--- config.mk ---
export PLATFORM = sky130hd
export DESIGN_NAME = player_input
export DESIGN_NICKNAME = d
export VERILOG_FILES = /design/src/rtl/player_input.sv
export SDC_FILE = /design/constraint.sdc
export NUM_CORES = 1
export LEC_CHECK = 0
export BUFFER_PORTS_ARGS = -buffer_cell sky130_fd_sc_hd__buf_4
export CORE_AREA = 3 3 52 78
export DETAILED_ROUTE_END_ITERATION = 12
export DIE_AREA = 0 0 55 81
export PLACE_DENSITY = 0.85
export SLEW_MARGIN = 20
export SYNTH_ARGS = -nofsm -noshare
export SYNTH_HDL_FRONTEND = slang
export SYNTH_SLANG_ARGS = --single-unit
--- constraint.sdc ---
create_clock -name clk_sys -period 2.9 [get_ports clk_sys]
set_clock_uncertainty 0.1 [all_clocks]
set_input_delay 0.145 -clock clk_sys [delete_from_list [all_inputs] [get_ports clk_sys]]
set_output_delay 0.145 -clock clk_sys [all_outputs]
set_load 0.02 [all_outputs]
--- src/rtl/player_input.sv ---
// Merges HPS keyboard events and two joystick pads into per-player control words.
// It also produces a toggling pause latch.
// Optional macro PLAYER_INPUT_COIN_PULSE_EN: when defined, a coin edge produces a
// fixed-width pulse of COIN_PULSE_CYCLES instead of following the merged level.
module player_input #(
   parameter logic [23:0] COIN_PULSE_CYCLES = 24'd2000000
) (
   input  logic        clk_sys,
   input  logic        reset_sys_n,
   input  logic [10:0] ps2_key,
   input  logic [10:0] joystick_0,
   input  logic [10:0] joystick_1,
   output logic [9:0]  player1,
   output logic [9:0]  player2,
   output logic        pause
);
   localparam int B_COIN = 8;

   logic        tog_q;
   logic        armed_q;
   logic        key_evt;
   logic [9:0]  key1_q;
   logic [9:0]  key2_q;
   logic        key_pause_q;
   logic [9:0]  lvl1;
   logic [9:0]  lvl2;
   logic        pause_lvl;
   logic        pause_prev_q;
   logic [1:0]  coin_nxt;
   logic        unused_ps2_ext;

   // The extended-code flag carries no meaning for any mapped key.
   assign unused_ps2_ext = ps2_key[8];

   // Reorders a pad into the output packing {service, coin, start, b3, b2, b1, right, left, down, up}.
   function automatic logic [9:0] joy_pack(input logic [10:0] j);
      return {j[10], j[8], j[7], j[6], j[5], j[4], j[0], j[1], j[2], j[3]};
   endfunction

   assign key_evt   = armed_q && (ps2_key[10] != tog_q);
   assign lvl1      = key1_q | joy_pack(joystick_0);
   assign lvl2      = key2_q | joy_pack(joystick_1);
   assign pause_lvl = key_pause_q | joystick_0[9] | joystick_1[9];

   // Toggle history. armed_q suppresses a spurious event on the first cycle out of reset.
   always_ff @(posedge clk_sys or negedge reset_sys_n) begin
      if (!reset_sys_n) begin
         tog_q   <= 1'b0;
         armed_q <= 1'b0;
      end else begin
         tog_q   <= ps2_key[10];
         armed_q <= 1'b1;
      end
   end

   // Key registers loaded from the pressed flag of each recognised scan code.
   always_ff @(posedge clk_sys or negedge reset_sys_n) begin
      if (!reset_sys_n) begin
         key1_q      <= '0;
         key2_q      <= '0;
         key_pause_q <= 1'b0;
      end else if (key_evt) begin
         case (ps2_key[7:0])
            8'h75: key1_q[0]   <= ps2_key[9];
            8'h72: key1_q[1]   <= ps2_key[9];
            8'h6B: key1_q[2]   <= ps2_key[9];
            8'h74: key1_q[3]   <= ps2_key[9];
            8'h14: key1_q[4]   <= ps2_key[9];
            8'h11: key1_q[5]   <= ps2_key[9];
            8'h29: key1_q[6]   <= ps2_key[9];
            8'h16: key1_q[7]   <= ps2_key[9];
            8'h2E: key1_q[8]   <= ps2_key[9];
            8'h46: key1_q[9]   <= ps2_key[9];
            8'h4D: key_pause_q <= ps2_key[9];
            8'h2D: key2_q[0]   <= ps2_key[9];
            8'h2B: key2_q[1]   <= ps2_key[9];
            8'h23: key2_q[2]   <= ps2_key[9];
            8'h34: key2_q[3]   <= ps2_key[9];
            8'h1C: key2_q[4]   <= ps2_key[9];
            8'h1B: key2_q[5]   <= ps2_key[9];
            8'h15: key2_q[6]   <= ps2_key[9];
            8'h1E: key2_q[7]   <= ps2_key[9];
            8'h36: key2_q[8]   <= ps2_key[9];
            8'h45: key2_q[9]   <= ps2_key[9];
            default: ;
         endcase
      end
   end

`ifdef PLAYER_INPUT_COIN_PULSE_EN
   logic [1:0]  coin_lvl;
   logic [1:0]  coin_act;
   logic [1:0]  coin_prev_q;
   logic [23:0] coin_cnt_q [2];

   // The registered coin output bit itself is the pulse-active flag.
   assign coin_lvl = {lvl2[B_COIN], lvl1[B_COIN]};
   assign coin_act = {player2[B_COIN], player1[B_COIN]};

   // Next coin bit: keep high until the down-counter reaches terminal count, otherwise start on a rising edge.
   always_comb begin
      coin_nxt = '0;
      for (int i = 0; i < 2; i++) begin
         coin_nxt[i] = coin_act[i] ? (coin_cnt_q[i] != 24'd0)
                                   : (coin_lvl[i] && !coin_prev_q[i]);
      end
   end

   // Coin edge history and pulse-width down-counters. Edges during a pulse are ignored.
   always_ff @(posedge clk_sys or negedge reset_sys_n) begin
      if (!reset_sys_n) begin
         coin_prev_q <= '0;
         for (int i = 0; i < 2; i++) coin_cnt_q[i] <= '0;
      end else begin
         coin_prev_q <= coin_lvl;
         for (int i = 0; i < 2; i++) begin
            if (coin_act[i]) begin
               if (coin_cnt_q[i] != 24'd0) coin_cnt_q[i] <= coin_cnt_q[i] - 24'd1;
            end else if (coin_lvl[i] && !coin_prev_q[i]) begin
               coin_cnt_q[i] <= COIN_PULSE_CYCLES - 24'd1;
            end
         end
      end
   end
`else
   localparam logic [23:0] UNUSED_COIN_PULSE = COIN_PULSE_CYCLES;

   assign coin_nxt = {lvl2[B_COIN], lvl1[B_COIN]};
`endif

   // Output registers: one edge of latency from the merged levels.
   always_ff @(posedge clk_sys or negedge reset_sys_n) begin
      if (!reset_sys_n) begin
         player1 <= '0;
         player2 <= '0;
      end else begin
         player1 <= {lvl1[9], coin_nxt[0], lvl1[7:0]};
         player2 <= {lvl2[9], coin_nxt[1], lvl2[7:0]};
      end
   end

   // Pause latch toggles once per rising edge of the merged pause level.
   always_ff @(posedge clk_sys or negedge reset_sys_n) begin
      if (!reset_sys_n) begin
         pause_prev_q <= 1'b0;
         pause        <= 1'b0;
      end else begin
         pause_prev_q <= pause_lvl;
         if (pause_lvl && !pause_prev_q) pause <= ~pause;
      end
   end
endmodule
==> flow_summary_export.csv, run 1 <==
group,metric,value,unit
routing,wl_met1,1.39,mm
yosys,yosys_warnings,0,
routing,routedWlPerCell,14.8,um
yosys,netlist_area,0.00178,sq mm
layout,n_fill_cell,242,
critical_path,worst-r2r-cell-count,4,
place,routabilityCongestion,0.833,
sta,tightest_slew,0.540,ns
clock_network,clkTransAtPathRegs,0.08,ns
layout,final_layout_size_suffix_gt1_share,47.5,%
power_and_ir_drop,vdd_drop_max,0.354,mV
place,place_area,0.00223,sq mm
sta,final_hold_viol_count,0,
run,drv_cap,0,
hold_path,min_to,"key2_q[4]$_DFFE_PN0P_",
sta,slew_headroom,64.0,%
critical_path,cpMaxStageDelayCell,"dlygate4sd3_1",
yosys,ys_seq_area_share,63.1,%
critical_path,cp_data_required_time,2.98,ns
power_and_ir_drop,p_seq_share,52.5,%
routing,first_pass_iters,4,
yosys,synth_area_leaders,"dfrtp_1 (63%), mux2_2 (11%), or2_2 (7.7%), nor4_1 (2.8%), mux2_1 (1.9%)",
run_status,status,"completed",
critical_path,worstSetupPathType,"in -> reg",
hold_path,min-delay-start,"ps2_key[1]",
power_and_ir_drop,combPwrFrac,15.4,%
layout,final_cell_mix,"buf_4 (54), dfrtp_1 (45), dlygate4sd3_1 (24), or2_2 (22), mux2_2 (18)",
routing,wl_met2,2.15,mm
die,die_y,81,um
power_and_ir_drop,clock_power_share,32.1,%
die,die_x,55,um
yosys,ys_ff_latch,45,
grt,antenna_found_initial,0,
sta,layout_worst_path_cycle_share,78.4,%
power_and_ir_drop,leakage,1.24,nW
clock_network,cts_sinks,45,
routing,wl_met3,272,um
yosys,synth_top_cell_by_area,"dfrtp_1",
power_and_ir_drop,switching_share,23.6,%
power_and_ir_drop,intPower,0.979,mW
grt,grt_max_degree,46,
clock_network,cts_root_buf,"clkbuf_8",
clock_network,cts_made_buffers,5,
yosys,yosysUniqueCellTypes,22,
layout,final_util,74.6,%
routing,top_layer,"met4",
critical_path,reg2reg_slack,0.77,ns
critical_path,worstPathMaxFanout,11,
routing,vias_per_cell,5.19,
layout,final_cell_area,0.00257,sq mm
die,core_area,0.00345,sq mm
routing,vias,1366,
die,dieArea,0.00446,sq mm
sta,fmax,0.440,GHz
die,rows,26,
sta,period_minus_slack,2.27,ns
yosys,syn_nets,173,
critical_path,crit_chain,"dlygate4sd3_1 > buf_4 > xnor2_1 > or3_1 > nor4_1 > mux2_1",
critical_path,critical-path-max-stage-delay,0.54,ns
critical_path,rr_endpoint,"key1_q[6]$_DFFE_PN0P_",
critical_path,cp-end-kind,"register",
power_and_ir_drop,pwr_density_cell,499,mW/mm^2
sta,tns,0,ns
critical_path,crit_arrival,2.35,ns
place,post-dp-hpwl,2.75,mm
power_and_ir_drop,p_switching,0.302,mW
layout,syn_to_final_growth,44.1,%
sta,hold_ws,0.144,ns
clock_network,cts.path.max_buffers,2,
routing,antenna_left,0,
die,start_util,51.7,%
grt,grt_usage,19.5,%
place,port_buffers,54,
sta,rsz0062_at_grt,"false",
clock_network,h-tree-depth,2,
yosys,syn_inst,138,
routing,drt_wl_total,3.90,mm
critical_path,reg2reg_from,"tog_q$_DFF_PN0_",
layout,fin_nets,255,
sta,setup_viol_count_final,0,
grt,grt_pass1_wl,6.08,mm
clock_network,post_cts_buffers,0,
grt,grt_pass1_vias,1440,
critical_path,crit_family,"simple AND/OR/NAND/NOR gates",
hold_path,holdCritPathClass,"in -> reg",
routing,drt_iter0_markers,24,
yosys,synth_top_area_share,63.1,%
clock_network,cts.repair.resized,0,
layout,layout_commonest_cell,"buf_4",
routing,drc,0,
sta,slew_violations,0,
layout,antenna_cells,0,
hold_path,holdPathStages,3,
critical_path,startpoint_type,"input pin",
critical_path,crit_buf_inv,2,
clock_network,worstSkewPairLatency,0.29,ns
grt,grt_overflow,0,
clock_network,cts_tree,"built",
die,top_level_ports,56,
yosys,syn_avg_cell_area,12.9,sq um
[sequential cells by signal, summed over array words and instances (netlist names)]
register      count
key2_q           10
pause_prev_q      1
pause             1
player2          10
key_pause_q       1
armed_q           1
player1          10
key1_q           10
tog_q             1
[per-stage QoR]
stage | total power [mW] | setup WS (ns) | cells
final | 1.28 | 0.626 | 263
after global routing | 1.33 | 0.541 | 263
after CTS | 1.29 | 0.675 | 263
after detailed placement | 0.856 | 0.828 | 231
after global placement | 0.846 | 0.859 | 231
after floorplan | 0.760 | 0.996 | 138
[synth_stat cells]
library cell  count
nand3_1           3
or3_1             2
or2_2            22
nor3_1            3
or2_0             1
xnor2_1           2
conb_1            1
nand2_1           8
nor2_1            5
mux2_2           18
nor4_1            8
or4b_2            1
clkbuf_1          2
dfrtp_1          45
nand2b_1          5
nor4b_1           1
nor3_2            1
or3b_2            1
buf_2             1
inv_1             1
nor3b_1           4
mux2_1            3
[cells by family after synthesis]
kind of cell / count (synthesis) / share of synthesized area [%]
flops: 45 / 63.1
mux: 21 / 13.3
xor+xnor: 2 / 0.982
other cells: 1 / 0.210
buf+inv: 4 / 0.911
simple gates: 65 / 21.5
[worst register-to-register path, stage by stage (launching register included)]
cell and delay, ns:
dfrtp_1 0.38, xnor2_1 0.19, or3_1 0.54, nor4_1 0.43
mux2_1 0.37
[power by group through the flow]
stage / clock network [mW] / logic, mW / registers (mW)
finish: 0.412 / 0.197 / 0.673
global route: 0.444 / 0.213 / 0.676
CTS: 0.423 / 0.198 / 0.673
detailed placement: 0 / 0.170 / 0.686
global placement: 0 / 0.163 / 0.683
floorplan: 0 / 0.0494 / 0.710
[worst max-delay path by stage]
stage / start / endpoint / slack, ns / depth (start not counted)
global placement: tog_q$_DFF_PN0_ / key1_q[8]$_DFFE_PN0P_ / 0.86 / 4
finish: ps2_key[10] / key1_q[6]$_DFFE_PN0P_ / 0.63 / 6
floorplan: tog_q$_DFF_PN0_ / key1_q[6]$_DFFE_PN0P_ / 1.0 / 5
detailed placement: tog_q$_DFF_PN0_ / key2_q[0]$_DFFE_PN0P_ / 0.83 / 4
global route: ps2_key[10] / key1_q[6]$_DFFE_PN0P_ / 0.54 / 6
CTS: ps2_key[10] / key2_q[0]$_DFFE_PN0P_ / 0.67 / 6
[final cells by class]
type / count / area, sq um / share of cell area [%]
multi-input combinational: 89 / 642 / 25.0
sequential: 45 / 1130 / 43.8
inverter: 1 / 3.75 / 0.146
clock buffer: 7 / 96.3 / 3.75
tap: 42 / 52.6 / 2.04
timing repair buffer: 78 / 646 / 25.1
clock inverter: 1 / 5.00 / 0.195
[what timing repair did]
item,in CTS,in global routing
hold endpoints to repair,67,0
setup endpoints to repair,0,0
hold buffers,24,0
[per-layer routing]
metal | vias up | track usage [%]
met5 | - | 0
met4 | 0 | 8.27
met3 | 8 | 6.24
met2 | 60 | 33.8
met1 | 661 | 21.0
li1 | 637 | -
No activity file was read; power rests on OpenSTA's default activity.
==> inputs of run 2 (changes only) <==
ABC_AREA = 1   (was default)
CORE_AREA = 3 3 59 88   (was 3 3 52 78)
DIE_AREA = 0 0 62 91   (was 0 0 55 81)
PLACE_DENSITY = 0.79   (was 0.85)
clock period = 2.05 ns   (was 2.9 ns; I/O delays follow)
==> flow_summary_export.csv, run 2 <==
group,metric,value,unit
sta,slew_violations,0,
grt,grt_pass1_wl,7.66,mm
grt,grt_overflow,0,
sta,layout_worst_path_cycle_share,74.0,%
clock_network,cts.repair.resized,0,
yosys,synth.most_common_cell,"nand2_1",
place,pre_cts_ws,0.668,ns
run_status,status,"completed",
place,routabilityCongestion,0.893,
clock_network,cts_tree,"built",
power_and_ir_drop,p_switching,0.470,mW
die,die_y,91,um
routing,vias_per_cell,4.61,
critical_path,cp_data_required_time,2.14,ns
layout,final_layout_size_suffix_gt1_share,28.7,%
critical_path,worstSetupPathType,"in -> reg",
sta,rsz0062_at_grt,"false",
clock_network,cts.path.max_buffers,2,
yosys,ys_async_sr_fraction,100,%
sta,tightest_slew,0.540,ns
die,core_area,0.00454,sq mm
routing,drc,0,
layout,fin_nets,355,
layout,final_cell_mix,"nand2_1 (69), buf_4 (55), dfrtp_1 (45), nor2_1 (34), nand3_1 (32)",
critical_path,crit_arrival,1.61,ns
critical_path,worstPathMaxFanout,42,
critical_path,cp-end-kind,"register",
grt,grt_max_degree,46,
sta,tns,0,ns
layout,final_util,62.7,%
sta,fmax,0.659,GHz
routing,drt_iter0_markers,49,
yosys,synth_area_leaders,"dfrtp_1 (55%), nand2_1 (13%), nand3_1 (7.8%), nor2_1 (6.2%), or2_2 (6.1%)",
power_and_ir_drop,clock_power_share,35.0,%
yosys,ys_seq_area_share,54.7,%
power_and_ir_drop,leakage,1.42,nW
sta,setup_ws,0.532,ns
place,post-dp-hpwl,3.04,mm
clock_network,worstSkewPairLatency,0.30,ns
clock_network,h-tree-depth,2,
die,start_util,45.3,%
grt,grt_pass1_vias,1799,
die,top_level_ports,56,
die,dieArea,0.00564,sq mm
sta,final_hold_viol_count,0,
routing,routedWlPerCell,11.2,um
routing,antenna_left,0,
place,port_buffers,54,
layout,layout_commonest_cell,"nand2_1",
power_and_ir_drop,pwr_density_cell,684,mW/mm^2
power_and_ir_drop,combPwrFrac,16.2,%
yosys,netlist_area,0.00206,sq mm
clock_network,cts_made_buffers,5,
yosys,synth_top_cell_by_area,"dfrtp_1",
run,drv_cap,0,
routing,vias,1776,
yosys,synth_top_area_share,54.7,%
power_and_ir_drop,switching_share,24.1,%
layout,n_fill_cell,401,
routing,first_pass_iters,4,
yosys,ys_ff_latch,45,
yosys,synth_flop_cell,"dfrtp_1",
layout,syn_to_final_growth,38.5,%
yosys,synth_common_cells,"nand2_1 (69), dfrtp_1 (45), nor2_1 (34)",
yosys,syn_avg_cell_area,8.57,sq um
grt,grt_usage,17.6,%
clock_network,cts_sinks,45,
die,die_x,62,um
critical_path,startpoint_type,"input pin",
yosys,syn_nets,275,
power_and_ir_drop,p_total,1.95,mW
routing,drt_wl_total,4.33,mm
power_and_ir_drop,p_seq_share,48.8,%
yosys,yosys_warnings,0,
yosys,syn_inst,240,
power_and_ir_drop,vdd_drop_max,0.441,mV
yosys,synth-edff-count,0,
hold_path,holdCritPathClass,"in -> reg",
clock_network,cts_root_buf,"clkbuf_8",
grt,antenna_found_initial,0,
power_and_ir_drop,intPower,1.48,mW
clock_network,clkTransAtPathRegs,0.08,ns
sta,slew_headroom,64.0,%
die,rows,30,
yosys,yosysUniqueCellTypes,17,
sta,setup_viol_count_final,0,
layout,antenna_cells,0,
sta,period_minus_slack,1.52,ns
-- run 2: cell count changes after synthesis, sizes merged, moves of 2 or more --
cell,before,now
nor2,5,42
nand2,8,70
nand4,0,10
nor3,4,0
mux2,21,0
nor4,8,0
xnor2,2,0
or2,23,20
or3,2,0
nand2b,5,0
nor3b,4,0
buf,1,5
nand3,3,32
inv,1,12
-- run 2: through the flow --
| step | hold WS, ns | std cells | instance area (sq um) |
|---|---|---|---|
| 6_report | 0.0705 | 385 | 2850 |
| 5_1_grt | 0.0797 | 385 | 2850 |
| 4_1_cts | 0.0653 | 385 | 2850 |
| 3_5_place_dp | 0.0294 | 353 | 2490 |
| 3_3_place_gp | 0.0349 | 353 | 2490 |
| 2_1_floorplan | -0.293 | 240 | 2060 |
-- run 2: kinds of logic (layout without fill, tap and decap cells) --
| group | Yosys count | in the layout | synth area share, % |
|---|---|---|---|
| AND/OR/NAND/NOR | 174 | 174 | 39.4 |
| flip-flops | 45 | 45 | 54.7 |
| buffers and inverters | 18 | 99 | 4.99 |
| other | 1 | 1 | 0.182 |
| AO/OA/AOI/OAI | 1 | 1 | 0.243 |
| XOR/XNOR | 1 | 1 | 0.426 |
-- run 2: path summary, 6_finish.rpt --
check                                      start                    end  slack, ns  cells after the start
min reg2reg                key1_q[9]$_DFFE_PN0P_   player1[9]$_DFF_PN0_       0.36                      1
min                                   ps2_key[9]  key1_q[6]$_DFFE_PN0P_       0.07                      3
max in group asynchronous            reset_sys_n   player2[7]$_DFF_PN0_       1.25                      2
min in group asynchronous            reset_sys_n  key2_q[2]$_DFFE_PN0P_       0.22                      2
max                                  ps2_key[10]  key1_q[9]$_DFFE_PN0P_       0.53                      9
max reg2reg                      tog_q$_DFF_PN0_  key1_q[9]$_DFFE_PN0P_       0.62                      7
-- run 2: final cells by class --
cell class | count | area (sq um) | share of cell area, %
Inverter | 12 | 45.0 | 1.58
Tap cell | 64 | 80.1 | 2.81
Timing Repair Buffer | 79 | 653 | 22.9
Sequential cell | 45 | 1130 | 39.5
Multi-Input combinational cell | 177 | 828 | 29.1
Clock inverter | 1 | 30.0 | 1.05
Clock buffer | 7 | 86.3 | 3.03
-- run 2: what timing repair did --
action | in CTS | in global routing
buffers inserted | 0 | 0
hold buffers | 24 | 0
endpoints found under the hold margin | 67 | 0
-- run 2: worst max-delay path, cell delays in order --
cell and delay, ns:
dlygate4sd3_1 0.53, buf_4 0.14, nand2_1 0.05, nand2_1 0.07
nor2_4 0.07, buf_4 0.35, nand3_1 0.13, nand2_1 0.09
nand2_1 0.05
-- run 2: power by group through the flow --
| stage | registers, mW | clock network, mW | logic [mW] |
|---|---|---|---|
| floorplan | 1.01 | 0 | 0.112 |
| global placement | 0.969 | 0 | 0.275 |
| detailed placement | 0.969 | 0 | 0.280 |
| CTS | 0.951 | 0.696 | 0.318 |
| global route | 0.956 | 0.729 | 0.349 |
| finish | 0.951 | 0.683 | 0.315 |
-- run 2: routing by layer --
layer	track usage, %	share of wire [%]	vias up
met5	0	0	-
met4	6.19	1.6	0
met3	3.70	4.4	6
met2	29.8	52	42
met1	21.1	42	810
li1	-	-	918
==> inputs of run 3 (changes only) <==
clock period = 1.3 ns   (was 2.05 ns; I/O delays follow)
==> flow_summary_export.csv, run 3 (synthesized netlist as in run 2, its figures left out) <==
group,metric,value,unit
layout,final_layout_size_suffix_gt1_share,30.9,%
die,dieArea,0.00564,sq mm
clock_network,cts_sinks,45,
critical_path,cp_data_required_time,1.39,ns
routing,first_pass_iters,5,
clock_network,cts_root_buf,"clkbuf_8",
place,dp_cells,354,
hold_path,holdCritPathClass,"in -> reg",
clock_network,cts_tree,"built",
layout,n_fill_cell,382,
sta,slew_headroom,63.3,%
die,core_area,0.00454,sq mm
power_and_ir_drop,pwr_density_cell,1070,mW/mm^2
routing,vias,1811,
layout,layoutNonFillerInstCount,388,
sta,final_hold_viol_count,0,
grt,grt_pass1_vias,1825,
place,routabilityCongestion,0.923,
sta,setup_viol_count_final,0,
routing,drc,0,
sta,layout_worst_path_cycle_share,96.7,%
die,die_x,62,um
layout,syn_to_final_growth,41.8,%
clock_network,cts_made_buffers,5,
clock_network,clkTransAtPathRegs,0.08,ns
sta,slew_violations,0,
grt,grt_max_degree,46,
routing,antenna_left,0,
critical_path,critical-path-max-stage-delay,0.38,ns
routing,routedWlPerCell,11.8,um
power_and_ir_drop,leakage,1.45,nW
power_and_ir_drop,vdd_drop_max,0.787,mV
critical_path,cpMostUsedCell,"nand2_1",
die,die_y,91,um
critical_path,cpMaxStageDelayCell,"dfrtp_1",
grt,grt_pass1_wl,7.84,mm
critical_path,worstSetupPathType,"reg -> reg",
critical_path,cp-end-kind,"register",
critical_path,startpoint_type,"register",
layout,layout_commonest_cell,"nand2_1",
critical_path,crit_chain,"nand2_1 > nand2_2 > nor2_4 > buf_12 > nand3_1 > nand2_1 > nand2_1",
routing,drt_wl_total,4.59,mm
sta,rsz0062_at_grt,"true",
place,post-dp-hpwl,3.06,mm
sta,fmax,0.796,GHz
clock_network,cts.path.max_buffers,2,
sta,period_minus_slack,1.26,ns
critical_path,crit_arrival,1.35,ns
run_status,status,"completed",
run,drv_cap,0,
place,place_area,0.00252,sq mm
die,top_level_ports,56,
die,rows,30,
grt,grt_overflow,0,
routing,vias_per_cell,4.67,
layout,final_cell_area,0.00292,sq mm
sta,hold_ws,0.0386,ns
grt,antenna_found_initial,0,
layout,fin_nets,358,
routing,drt_iter0_markers,63,
clock_network,h-tree-depth,2,
clock_network,worstSkewPairLatency,0.30,ns
layout,final_cell_mix,"nand2_1 (68), buf_4 (56), dfrtp_1 (45), nor2_1 (34), nand3_1 (29)",
sta,tightest_slew,0.551,ns
place,port_buffers,54,
layout,antenna_cells,0,
critical_path,worstPathMaxFanout,23,
die,start_util,45.3,%
grt,grt_usage,18.1,%
==> run 3: cell count changes in the layout (fill, tap and decap cells not counted), sizes merged <==
cell      change
buf           +3
clkbuf        -1
clkinvlp      +1
==> run 3: area by class of cell <==
class | instances | area, sq um | share of cell area, %
multi-input combinational | 177 | 846 | 29.0
clock inverter | 2 | 37.5 | 1.29
clock buffer | 6 | 82.6 | 2.83
tap | 64 | 80.1 | 2.74
timing repair buffer | 82 | 701 | 24.0
inverter | 12 | 45.0 | 1.54
sequential | 45 | 1130 | 38.6
==> run 3: per-layer routing <==
layer	global-route usage [%]	vias up	part of all wire [%]
met3	3.84	10	4.4
met4	7.43	0	2.1
met2	30.4	55	53
met5	0	-	0
met1	21.5	822	41
li1	-	924	-
==> run 3: stage by stage <==
stage	setup TNS, ns	setup WS, ns	power (mW)	util [%]
floorplan	0	0.147	1.76	-
global placement	0	0.0930	1.98	55.6
detailed placement	0	0.0733	1.99	55.6
CTS	0	0.0281	3.14	63.5
global route	-0.279	-0.0513	3.26	64.2
finish	0	0.0431	3.12	64.2
==> run 3: what timing repair did <==
item	in CTS	in global routing
hold buffers	24	0
gates resized for setup	0	4
endpoints found under the hold margin	67	0
setup buffers	0	2
endpoints found under the setup margin	0	19
==> run 3: final timing paths <==
check / start / endpoint / slack (ns) / cells past startpoint
max: tog_q$_DFF_PN0_ / key2_q[6]$_DFFE_PN0P_ / 0.04 / 7
min: ps2_key[9] / key1_q[6]$_DFFE_PN0P_ / 0.04 / 3
max reg2reg: tog_q$_DFF_PN0_ / key2_q[6]$_DFFE_PN0P_ / 0.04 / 7
min reg2reg: key2_q[5]$_DFFE_PN0P_ / key2_q[5]$_DFFE_PN0P_ / 0.37 / 2
max in group asynchronous: reset_sys_n / player1[5]$_DFF_PN0_ / 0.53 / 2
min in group asynchronous: reset_sys_n / player2[6]$_DFF_PN0_ / 0.20 / 2
==> run 3: critical path, delay by kind of cell (launching register included) <==
family        cells  cell delay [ns]
buf+inv           1             0.17
flops             1             0.38
simple gates      6             0.48
==> run 3: report_power, final <==
group / switching (mW) / internal, mW
registers: 0.0321 / 1.47
logic: 0.269 / 0.255
clock network: 0.469 / 0.625
